===== config.mk =====
export PLATFORM = sky130hd
export DESIGN_NAME = io_timer
export DESIGN_NICKNAME = d
export VERILOG_FILES = /design/src/rtl/io_timer.sv
export SDC_FILE = /design/constraint.sdc
export NUM_CORES = 1
export LEC_CHECK = 0
export CAP_MARGIN = 40
export CORE_ASPECT_RATIO = 1.75
export CORE_MARGIN = 2
export CORE_UTILIZATION = 55
export CTS_CLUSTER_SIZE = 30
export DETAILED_ROUTE_END_ITERATION = 7
export PLACE_DENSITY = 0.83
export SLEW_MARGIN = 20
export SYNTH_ARGS = -nofsm -noshare
export SYNTH_HDL_FRONTEND = slang
export SYNTH_SLANG_ARGS = --single-unit

===== constraint.sdc =====
create_clock -name clk -period 4.89 [get_ports clk]
set_clock_uncertainty 0.15 [all_clocks]
set_input_delay 1.2225 -clock clk [delete_from_list [all_inputs] [get_ports clk]]
set_output_delay 1.2225 -clock clk [all_outputs]
set_load 0.03 [all_outputs]

===== src/rtl/io_timer.sv =====
// io_timer: 16-bit prescaled down-counter on the split even/odd byte bus.
// Registered read data (1-cycle latency) and a registered level interrupt.
module io_timer #(
  parameter logic [15:0] BASEADDR      = 16'h0010,
  parameter logic [7:0]  RESETPRESCALE = 8'h00
) (
  input  logic        clk,
  input  logic        reset,
  input  logic [14:0] read_addr_even,
  input  logic [14:0] read_addr_odd,
  input  logic [14:0] write_addr_even,
  input  logic [14:0] write_addr_odd,
  input  logic        write_en_even,
  input  logic        write_en_odd,
  input  logic [7:0]  write_data_even,
  input  logic [7:0]  write_data_odd,
  output logic [7:0]  read_data_even,
  output logic [7:0]  read_data_odd,
  output logic        interrupt
);

  localparam logic [12:0] BASE_HI = BASEADDR[15:3];

  logic        en, auto_mode, ie, expired;
  logic [15:0] reload, count;
  logic [7:0]  prescale, pcnt, hi_shadow;

  logic       re_hit_even, re_hit_odd, we_hit_even, we_hit_odd;
  logic [1:0] re_idx_even, re_idx_odd, we_idx_even, we_idx_odd;
  logic       wr_ctrl, wr_reload_lo, wr_reload_hi, wr_prescale, wr_status;
  logic       rd_count_lo, tick, run;
  logic [7:0] rd_next_even, rd_next_odd;

  assign re_hit_even = (read_addr_even[14:2]  == BASE_HI);
  assign re_hit_odd  = (read_addr_odd[14:2]   == BASE_HI);
  assign we_hit_even = (write_addr_even[14:2] == BASE_HI);
  assign we_hit_odd  = (write_addr_odd[14:2]  == BASE_HI);
  assign re_idx_even = read_addr_even[1:0];
  assign re_idx_odd  = read_addr_odd[1:0];
  assign we_idx_even = write_addr_even[1:0];
  assign we_idx_odd  = write_addr_odd[1:0];

  assign wr_ctrl      = write_en_even && we_hit_even && (we_idx_even == 2'd0);
  assign wr_reload_lo = write_en_even && we_hit_even && (we_idx_even == 2'd1);
  assign wr_prescale  = write_en_even && we_hit_even && (we_idx_even == 2'd3);
  assign wr_status    = write_en_odd  && we_hit_odd  && (we_idx_odd  == 2'd0);
  assign wr_reload_hi = write_en_odd  && we_hit_odd  && (we_idx_odd  == 2'd1);

  assign rd_count_lo = re_hit_even && (re_idx_even == 2'd2);
  assign tick        = (pcnt == prescale);
  // A CTRL write clearing EN freezes counting in the same edge, swallowing any tick.
  assign run         = en && !(wr_ctrl && !write_data_even[0]);

  always_comb begin
    rd_next_even = '0;
    if (re_hit_even) begin
      unique case (re_idx_even)
        2'd0: rd_next_even = {5'b0, ie, auto_mode, en};
        2'd1: rd_next_even = reload[7:0];
        2'd2: rd_next_even = count[7:0];
        2'd3: rd_next_even = prescale;
      endcase
    end
  end

  always_comb begin
    rd_next_odd = '0;
    if (re_hit_odd) begin
      unique case (re_idx_odd)
        2'd0: rd_next_odd = {7'b0, expired};
        2'd1: rd_next_odd = reload[15:8];
        // Same-cycle LO read supplies the live HI byte so the pair stays coherent.
        2'd2: rd_next_odd = rd_count_lo ? count[15:8] : hi_shadow;
        2'd3: rd_next_odd = '0;
      endcase
    end
  end

  always_ff @(posedge clk) begin
    if (reset) begin
      en             <= 1'b0;
      auto_mode      <= 1'b0;
      ie             <= 1'b0;
      expired        <= 1'b0;
      reload         <= '0;
      count          <= '0;
      prescale       <= RESETPRESCALE;
      pcnt           <= '0;
      hi_shadow      <= '0;
      read_data_even <= '0;
      read_data_odd  <= '0;
      interrupt      <= 1'b0;
    end else begin
      if (wr_ctrl) begin
        en        <= write_data_even[0];
        auto_mode <= write_data_even[1];
        ie        <= write_data_even[2];
        if (write_data_even[0] && !en) begin
          count <= reload;
          pcnt  <= '0;
        end
      end
      if (wr_reload_lo) reload[7:0]  <= write_data_even;
      if (wr_reload_hi) reload[15:8] <= write_data_odd;
      if (wr_prescale)  prescale     <= write_data_even;
      if (wr_status && write_data_odd[0]) expired <= 1'b0;

      // Expiry is evaluated after the CTRL/STATUS writes so it wins both conflicts.
      if (run) begin
        if (tick) begin
          pcnt <= '0;
          if (count != 16'd0) begin
            count <= count - 16'd1;
          end else begin
            expired <= 1'b1;
            if (auto_mode) count <= reload;
            else           en    <= 1'b0;
          end
        end else begin
          pcnt <= pcnt + 8'd1;
        end
      end

      if (rd_count_lo) hi_shadow <= count[15:8];
      read_data_even <= rd_next_even;
      read_data_odd  <= rd_next_odd;
      interrupt      <= expired & ie;
    end
  end

endmodule


Word-level counts from Yosys, hierarchy flattened:

Cells that the tools add are included.

* bits in registers: 77
* input bits: 80

* $add $sub $neg: 2
* eq/ne operators: 14
* mux-type cells: 22
* bitwise operators: 3
* reductions and logical operators: 25

Operators with widths (count)
* 2-to-1 mux 16 bit: 6
* one-hot mux 8 bit (4 select lines): 2
* equality test 13 x 2 -> 1 bit, second input constant: 4
* 2-to-1 mux 8 bit: 5
* nonzero test 16 bit: 1
* subtractor 16 x 1 -> 16 bit, second input constant: 1
* logical AND 1 bit: 12
* equality test 2 bit, second input constant: 5
* 2-to-1 mux 1 bit: 9
* adder 8 x 1 -> 8 bit, second input constant: 1
* equality test 2 x 1 -> 1 bit, second input constant: 4
* equality test 8 bit: 1
* zero test 2 bit: 4
* nonzero test 2 bit: 2
* OR reduction 2 bit: 2
* zero test 1 bit: 3
* inverter 1 bit: 2
* AND reduction 2 bit: 1
* AND 1 bit: 1

Longest topological paths before layout:

Gate-level depths: netlist (run 1).

* depth in word-level cells: 8
* mapped depth: 9
* depth with buffers taken out: 7

Least setup slack after synthesis (run 1):

Ideal clock, no wire load.

* path kind: input-to-reg
* from: in write_addr_even[2]
* to: reg count[14]
* setup time: 0.132 ns
* arrival time: 2.521 ns
* data required time: 4.608 ns
* setup slack: 2.086 ns
* cell stages on the path: 5
* path buffers: 0
* cells stage by stage: nor4b_4 > nand4_2 > nor4b_4 > mux2i_1 > o32ai_1

* cells in the longest elaborated chain, start to end: 8

Ends and longest elaborated chain
* start, declared: RTL line 11 `input logic [14:0] write_addr_even,`
* equality test 13 x 2 -> 1 bit *: RTL line 36 `assign we_hit_even = (write_addr_even[14:2] == BASE_HI);`
* logical AND 1 bit * (2 in series): RTL line 43 `assign wr_ctrl = write_en_even && we_hit_even && (we_idx_even == 2'd0);`
* 2-to-1 mux 16 bit: RTL line 94 `if (wr_ctrl) begin`
* 2-to-1 mux 16 bit: RTL line 116 `if (auto_mode) count <= reload;`
* 2-to-1 mux 16 bit: RTL line 112 `if (count != 16'd0) begin`
* 2-to-1 mux 16 bit: RTL line 110 `if (tick) begin`
* 2-to-1 mux 16 bit *: RTL line 109 `if (run) begin`
* end signal, assigned: RTL line 99 `count <= reload;`
* end signal, assigned: RTL line 113 `count <= count - 16'd1;`
* end signal, assigned: RTL line 116
* end, declared: RTL line 25 `logic [15:0] reload, count;`

Every way passes the cells marked *; elsewhere a longest branch is shown, timed or not.
A chain may end at the register's enable or synchronous reset.

Final worst setup path (run 1):

* from: in write_addr_even[1]
* to: reg pcnt[4]

* cells in the longest elaborated chain, start to end: 7

Ends and longest elaborated chain
* zero test 2 bit *: RTL line 43
* logical AND 1 bit *: RTL line 43
* logical AND 1 bit: RTL line 52 `assign run = en && !(wr_ctrl && !write_data_even[0]);`
* zero test 1 bit: RTL line 52
* logical AND 1 bit: RTL line 52
* nonzero test 2 bit (no line)
* AND reduction 2 bit (no line)
* end signal, assigned: RTL line 120 `pcnt <= pcnt + 8'd1;`
* end, declared: RTL line 26 `logic [7:0] prescale, pcnt, hi_shadow;`

Marks and branches as above.

==> metrics.txt, run 1 <==
status complete, no violations; Core Rows 42; Crit. End Element register; layout cells sized above 1 slightly below 8%; pin count of the biggest net entering global routing 36; H-tree levels 3; postcts setup bufs 0; final setup vio count 0; WP data arrival about 3.4 ns; Crit Path Class in2reg; Pwr per Cell Area 255 nW/um2; CTS root buf clkbuf_16; wire length per cell 19.4 um; synth top area cells dfxtp_1, mux2i_1, a21oi_1; DRT Pass-1 Iters 5; Least-Margin Pin Slew approximately 0.73 ns; n_diodes 0; Clock Latency Late Sink about 0.34 ns; WL final between 10 and 15 mm; number of max-cap violations 0; Fin. Hold Viols 0; Pleak around 2.2 nW; area of the multi-input gates approximately 2500 um2; CTS tree done; Num Clock Sinks 77; Yosys top cell by area dfxtp_1; min-delay worst type reg2reg; global-route wire length before repair approximately 20 mm; Vias/cell roughly 6.3; RSZ-0062 raised after global routing false; hold_buf cts 0; initial core utilization 56.3%; ys async rst share 0%; Post-Syn Instances 478; cts bufs inserted 9; HPWL after DPL around 9.5 mm; GRT Resource Usage Total a little under a third; Top FF cell, synth dfxtp_1; fillcell total ~590; via count approximately 4100; Final ANT Viol Nets 0; synthesized area 4260 um2; Clock Path Buffers 2; initial antenna violation count 0; Fmax 0.300 GHz; Port-buffer cells 96; placer congestion estimate 0.933; fin. max-slew vios 0; YS warnings 0; Die ar. ~8500 um2; Synth-to-Final Area Change 29.6%; minimum clock period about 3.3 ns; syn_nets roughly 560; # DRC 0; Post-Syn Area per Cell roughly 8.9 um2; number of flops mapped to enable cells by yosys 0; num ports 97; Worst Path Max Fanout 26; slowest CP cell clkdlybuf4s50_1; worst path required time approximately 5.0 ns; final core utilization about 73%; max incr delay on CP roughly 0.54 ns; vias in the first global route 4279; startpoint types input pin; CTS resizes 0; register area share after synthesis between 30% and 40%; Reg area between 1500 and 2000 um2; Seq cells post-synth slightly below 80; power after layout between 1 and 1.5 mW; final period utilization roughly two thirds; hold path depth 2; DRT iter0 DRCs 318; global route overflow 0; Cell Chain, Critical Path clkdlybuf4s50_1 > nor4b_2 > and4_1 > buf_4 > a21oi_1 > and3_1 > a22o_1; Core ar. about 7600 um2; setup TNS 0 ns; Synth top area share 36.2%; Die X 70.6 um; Die Height 120 um; Worst Setup Slack, final 1.56 ns; final hold slack 0.351 ns; peak supply drop 0.275 mV; Final #Nets around 640; count of cell types in the netlist 55; worst rel slew slack between 50% and 60%; clock-pin slew on the worst setup and hold paths roughly 0.06 ns; FF-to-FF path depth 8; pre-CTS WS 1.25 ns
## worst paths after layout
path	to	slack, ns	startpoint
setup / recovery	pcnt[4]	1.56	write_addr_even[1]
hold / removal	hi_shadow[6]	0.35	hi_shadow[6]
setup reg to reg	count[14]	1.73	count[0]
hold reg to reg	hi_shadow[6]	0.35	hi_shadow[6]
## critical path: cells and delay by family
kind | cells | cell delay, ns
buffers and inverters | 2 | 0.79
and+or+nand+nor | 3 | 0.94
AOI/OAI and AO/OA | 2 | 0.46
## power by group
part	total, mW	internal [mW]	switching [mW]
clock network	0.673	0.410	0.263
logic	0.108	0.0663	0.0414
registers	0.627	0.627	0.00000506
## registers in the layout, summed over array words and instances, names as in the netlist, 8 cells and up
name            flops
count              16
reload             16
hi_shadow           8
pcnt                8
prescale            8
read_data_even      8
read_data_odd       8
## metal layers
metal | track usage, % | up-vias | part of all wire, %
met5 | 0 | - | 0
met4 | 18.5 | 0 | 5.1
met3 | 6.17 | 52 | 5.0
met2 | 56.2 | 186 | 55
met1 | 31.7 | 1942 | 35
li1 | - | 1947 | -
## layout make-up
class	count	area share, %
Timing Repair Buffer	103	18.5
Sequential cell	77	27.9
Inverter	8	0.543
Multi-Input combinational cell	362	45.6
Clock buffer	11	4.39
Tap cell	88	1.99
Clock inverter	5	1.06
## Yosys cell counts (5+ instances only)
cell      instances
nand3_1          22
and3_1           25
o32ai_1           5
mux2i_1          36
o22ai_1          11
nor2_1           44
a21oi_1          34
a22oi_1           5
mux2_2            5
nand4_1          15
a21boi_0         17
xor2_1           13
nand2_1          31
nor4_1            9
xnor2_1           5
o21ai_0           9
inv_1             8
buf_2             5
nor3_1            5
clkbuf_1         18
a21o_1            7
dfxtp_1          77
## metrics by stage
step	instance area, um2	instances
after floorplan	4260	478
final	5530	654
after detailed placement	5230	638
after global placement	5200	637
after CTS	5530	654
after global routing	5530	654
## layout by cell type, fill, tap and decap left out, types with 3 or more instances in the layout
cell,Yosys,layout
a211o_1,3,3
a21boi_0,17,17
a21o_1,7,7
a21oi_1,34,34
a22o_1,4,4
a22oi_1,5,5
and3_1,25,25
and4_1,4,4
buf_4,4,6
clkbuf_16,0,9
clkdlybuf4s50_1,0,95
dfxtp_1,77,77
ha_1,3,3
inv_1,8,8
mux2_2,5,5
mux2i_1,36,36
mux4_2,3,3
nand2_1,31,31
nand3_1,22,22
nand4_1,15,15
nor2_1,44,44
nor2b_1,4,4
nor3_1,5,5
nor3b_1,3,3
nor4_1,9,9
nor4_4,3,3
nor4b_1,4,4
o21ai_0,9,9
o22ai_1,11,11
o32ai_1,5,5
xnor2_1,5,5
xor2_1,13,13
## cell families (layout without fill, tap and decap cells)
logic type,after synthesis,count (layout),synth area share [%]
and+or+nand+nor,188,188,26.3
AOI/OAI and AO/OA,109,109,16.9
DFF,77,77,36.2
muxes,44,44,11.4
buffers and inverters,39,127,4.67
xor gates and xnor gates,18,18,3.70
adders and majority gates,3,3,0.881
Power figures use the tool's default switching activity.
==> run 2: changes to the inputs <==
--- a/config.mk
+++ b/config.mk
@@ -8,10 +8,10 @@
 export CAP_MARGIN = 40
 export CORE_ASPECT_RATIO = 1.75
 export CORE_MARGIN = 2
-export CORE_UTILIZATION = 55
+export CORE_UTILIZATION = 46
 export CTS_CLUSTER_SIZE = 30
 export DETAILED_ROUTE_END_ITERATION = 7
-export PLACE_DENSITY = 0.83
+export PLACE_DENSITY = 0.74
 export SLEW_MARGIN = 20
 export SYNTH_ARGS = -nofsm -noshare
 export SYNTH_HDL_FRONTEND = slang
==> constraint.sdc (replaced) <==
create_clock -name clk -period 2.7 [get_ports clk]
set_clock_uncertainty 0.15 [all_clocks]
set_input_delay 0.675 -clock clk [delete_from_list [all_inputs] [get_ports clk]]
set_output_delay 0.675 -clock clk [all_outputs]
set_load 0.03 [all_outputs]
==> run 2 against run 1 <==
Non-clock buffer count up 25. Routed wire length up 2.7%. Combinational power up 88%. Global-route usage down 4.4 points. Via count up 1.5%. Sequential power up 82%. Sequential share of layout area down 1.2 points. Largest power group unchanged.
==> metrics.txt, run 2 (synthesis results as in run 1) <==
Die X 76.8 um (was 70.6 um); cts bufs inserted 9 (unchanged); CTS tree done (unchanged); final period utilization ~90%; RSZ-0062 raised after global routing false (unchanged); global-route wire length before repair 21.2 mm (was 20.6 mm); kind of cell adding the most delay to the critical path simple AND/OR/NAND/NOR gates (unchanged); HPWL after DPL 10.0 mm (was 9.49 mm); Final ANT Viol Nets 0 (unchanged); Core ar. 9040 um2 (was 7570 um2); DRT Pass-1 Iters 5 (unchanged); wire length per cell 18.4 um (was 19.4 um); biggest regs count x16, reload x16 (unchanged); hold_buf cts 0 (unchanged); min-delay worst type reg2reg (unchanged); minimum clock period between 2 and 2.5 ns; startpoint types input pin (unchanged); initial antenna violation count 0 (unchanged); Cell Chain, Critical Path clkdlybuf4s50_1 > nor4b_1 > nand4_1 > o21ai_0 > a21oi_1 > o21ba_2 (was clkdlybuf4s50_1 > nor4b_2 > and4_1 > buf_4 > a21oi_1 > and3_1 > a22o_1); GRT Resource Usage Total 26.4% (was 30.8%); via count 4187 (was 4127); Fmax between 0.4 and 0.5 GHz; status complete, no violations (unchanged); Clock Path Buffers 2 (unchanged); num ports 97 (unchanged); global route overflow 0 (unchanged); Pwr per Cell Area 447 nW/um2 (was 255 nW/um2); most frequent cells in the layout clkdlybuf4s50_1, dfxtp_1, nor2_1 (unchanged); Crit. End Element register (unchanged); pin count of the biggest net entering global routing 47 (was 36); Vias/cell 5.89 (was 6.31); vias in the first global route 4349 (was 4279); worst path required time 2.79 ns (was 4.97 ns); Die ar. 10100 um2 (was 8500 um2); Worst Setup Slack, final 0.279 ns (was 1.56 ns); Die Height 131 um (was 120 um); Num Clock Sinks 77 (unchanged); final setup vio count 0 (unchanged); peak supply drop 0.334 mV (was 0.275 mV); initial core utilization 47.2% (was 56.3%); Least-Margin Pin Slew 0.707 ns (was 0.734 ns); Clock Latency Late Sink 0.35 ns (was 0.34 ns); layout cells sized above 1 12.0% (was 7.95%); fin cells 711 (was 654); # DRC 0 (unchanged); Critical path buffers and inverters 1 (was 2); Placed Cells 695 (was 638); worst rel slew slack 52.8% (was 51.0%); WL final 13.0 mm (was 12.7 mm); pre-CTS WS -0.101 ns (was 1.25 ns); Synth-to-Final Area Change 35.7% (was 29.6%); Fin. Hold Viols 0 (unchanged); setup TNS 0 ns (unchanged); fin. max-slew vios 0 (unchanged); CTS resizes 0 (unchanged); Port-buffer cells 96 (unchanged); clock-pin slew on the worst setup and hold paths 0.07 ns (was 0.06 ns); max incr delay on CP 0.42 ns (was 0.54 ns); Pleak 2.28 nW (was 2.15 nW); CTS root buf clkbuf_16 (unchanged); DRT iter0 DRCs 283 (was 318); Crit Path Class in2reg (unchanged); slowest CP cell nor4b_1 (was clkdlybuf4s50_1); postcts setup bufs 0 (unchanged); number of max-cap violations 0 (unchanged); Core Rows 46 (was 42); WP data arrival 2.52 ns (was 3.41 ns); power after layout 2.58 mW (was 1.41 mW); n_diodes 0 (unchanged); Final #Nets 669 (was 644); placer congestion estimate 0.889 (was 0.933); H-tree levels 3 (unchanged); final hold slack 0.352 ns (was 0.351 ns); Worst Path Max Fanout 8 (was 26); commonest non-fill, non-tap cell in the layout clkdlybuf4s50_1 (unchanged)
==> run 2: cell count changes in the layout (fill, tap and decap cells not counted) <==
cell,change
clkinv_2,-1
clkbuf_8,-1
clkinv_4,+1
buf_4,+23
inv_6,+2
clkbuf_1,-1
buf_12,+2
==> run 2: where the power goes <==
part / internal (mW) / switching, mW
Combinational: 0.126 / 0.0770
Sequential: 1.14 / 0.00000878
Clock: 0.727 / 0.517
==> run 2: area by class of cell <==
cell class,count,area (um2)
clock buffer,9,225
clock inverter,7,80.1
multi-input combinational,362,2520
inverter,8,30.0
sequential,77,1540
timing repair buffer,128,1230
fill,783,3250
tap,120,150
==> run 2: worst reg2reg max path, stage by stage, from the launching register on <==
cell and delay [ns]:
dfxtp_1 0.37, inv_1 0.13, ha_1 0.17, nor4b_1 0.40
nand4_1 0.26, o211ai_1 0.30, nor2_1 0.18, o32ai_1 0.31
==> run 2: stage by stage <==
stage	instance area, um2	utilization, %
after global routing	5780	64.0
after floorplan	4260	-
after CTS	5780	64.0
after detailed placement	5480	60.6
after global placement	5480	60.6
final	5780	64.0
==> run 2: final timing paths <==
check	start	endpoint	slack [ns]	depth (start not counted)
setup / recovery	read_addr_even[11]	read_data_odd[0]	0.28	6
hold / removal	hi_shadow[2]	hi_shadow[2]	0.35	2
setup reg to reg	count[0]	count[9]	0.33	7
hold reg to reg	hi_shadow[2]	hi_shadow[2]	0.35	2
==> run 2: layer usage <==
metal  vias up  wire length [um]  part of all wire, %  GRT usage, %
met2       137              7280                   56          49.6
met5         -                 0                    0             0
met1      1999              4590                   35          26.6
met4         0               629                  4.8          14.9
li1       2002                 -                    -             -
met3        49               551                  4.2          4.53
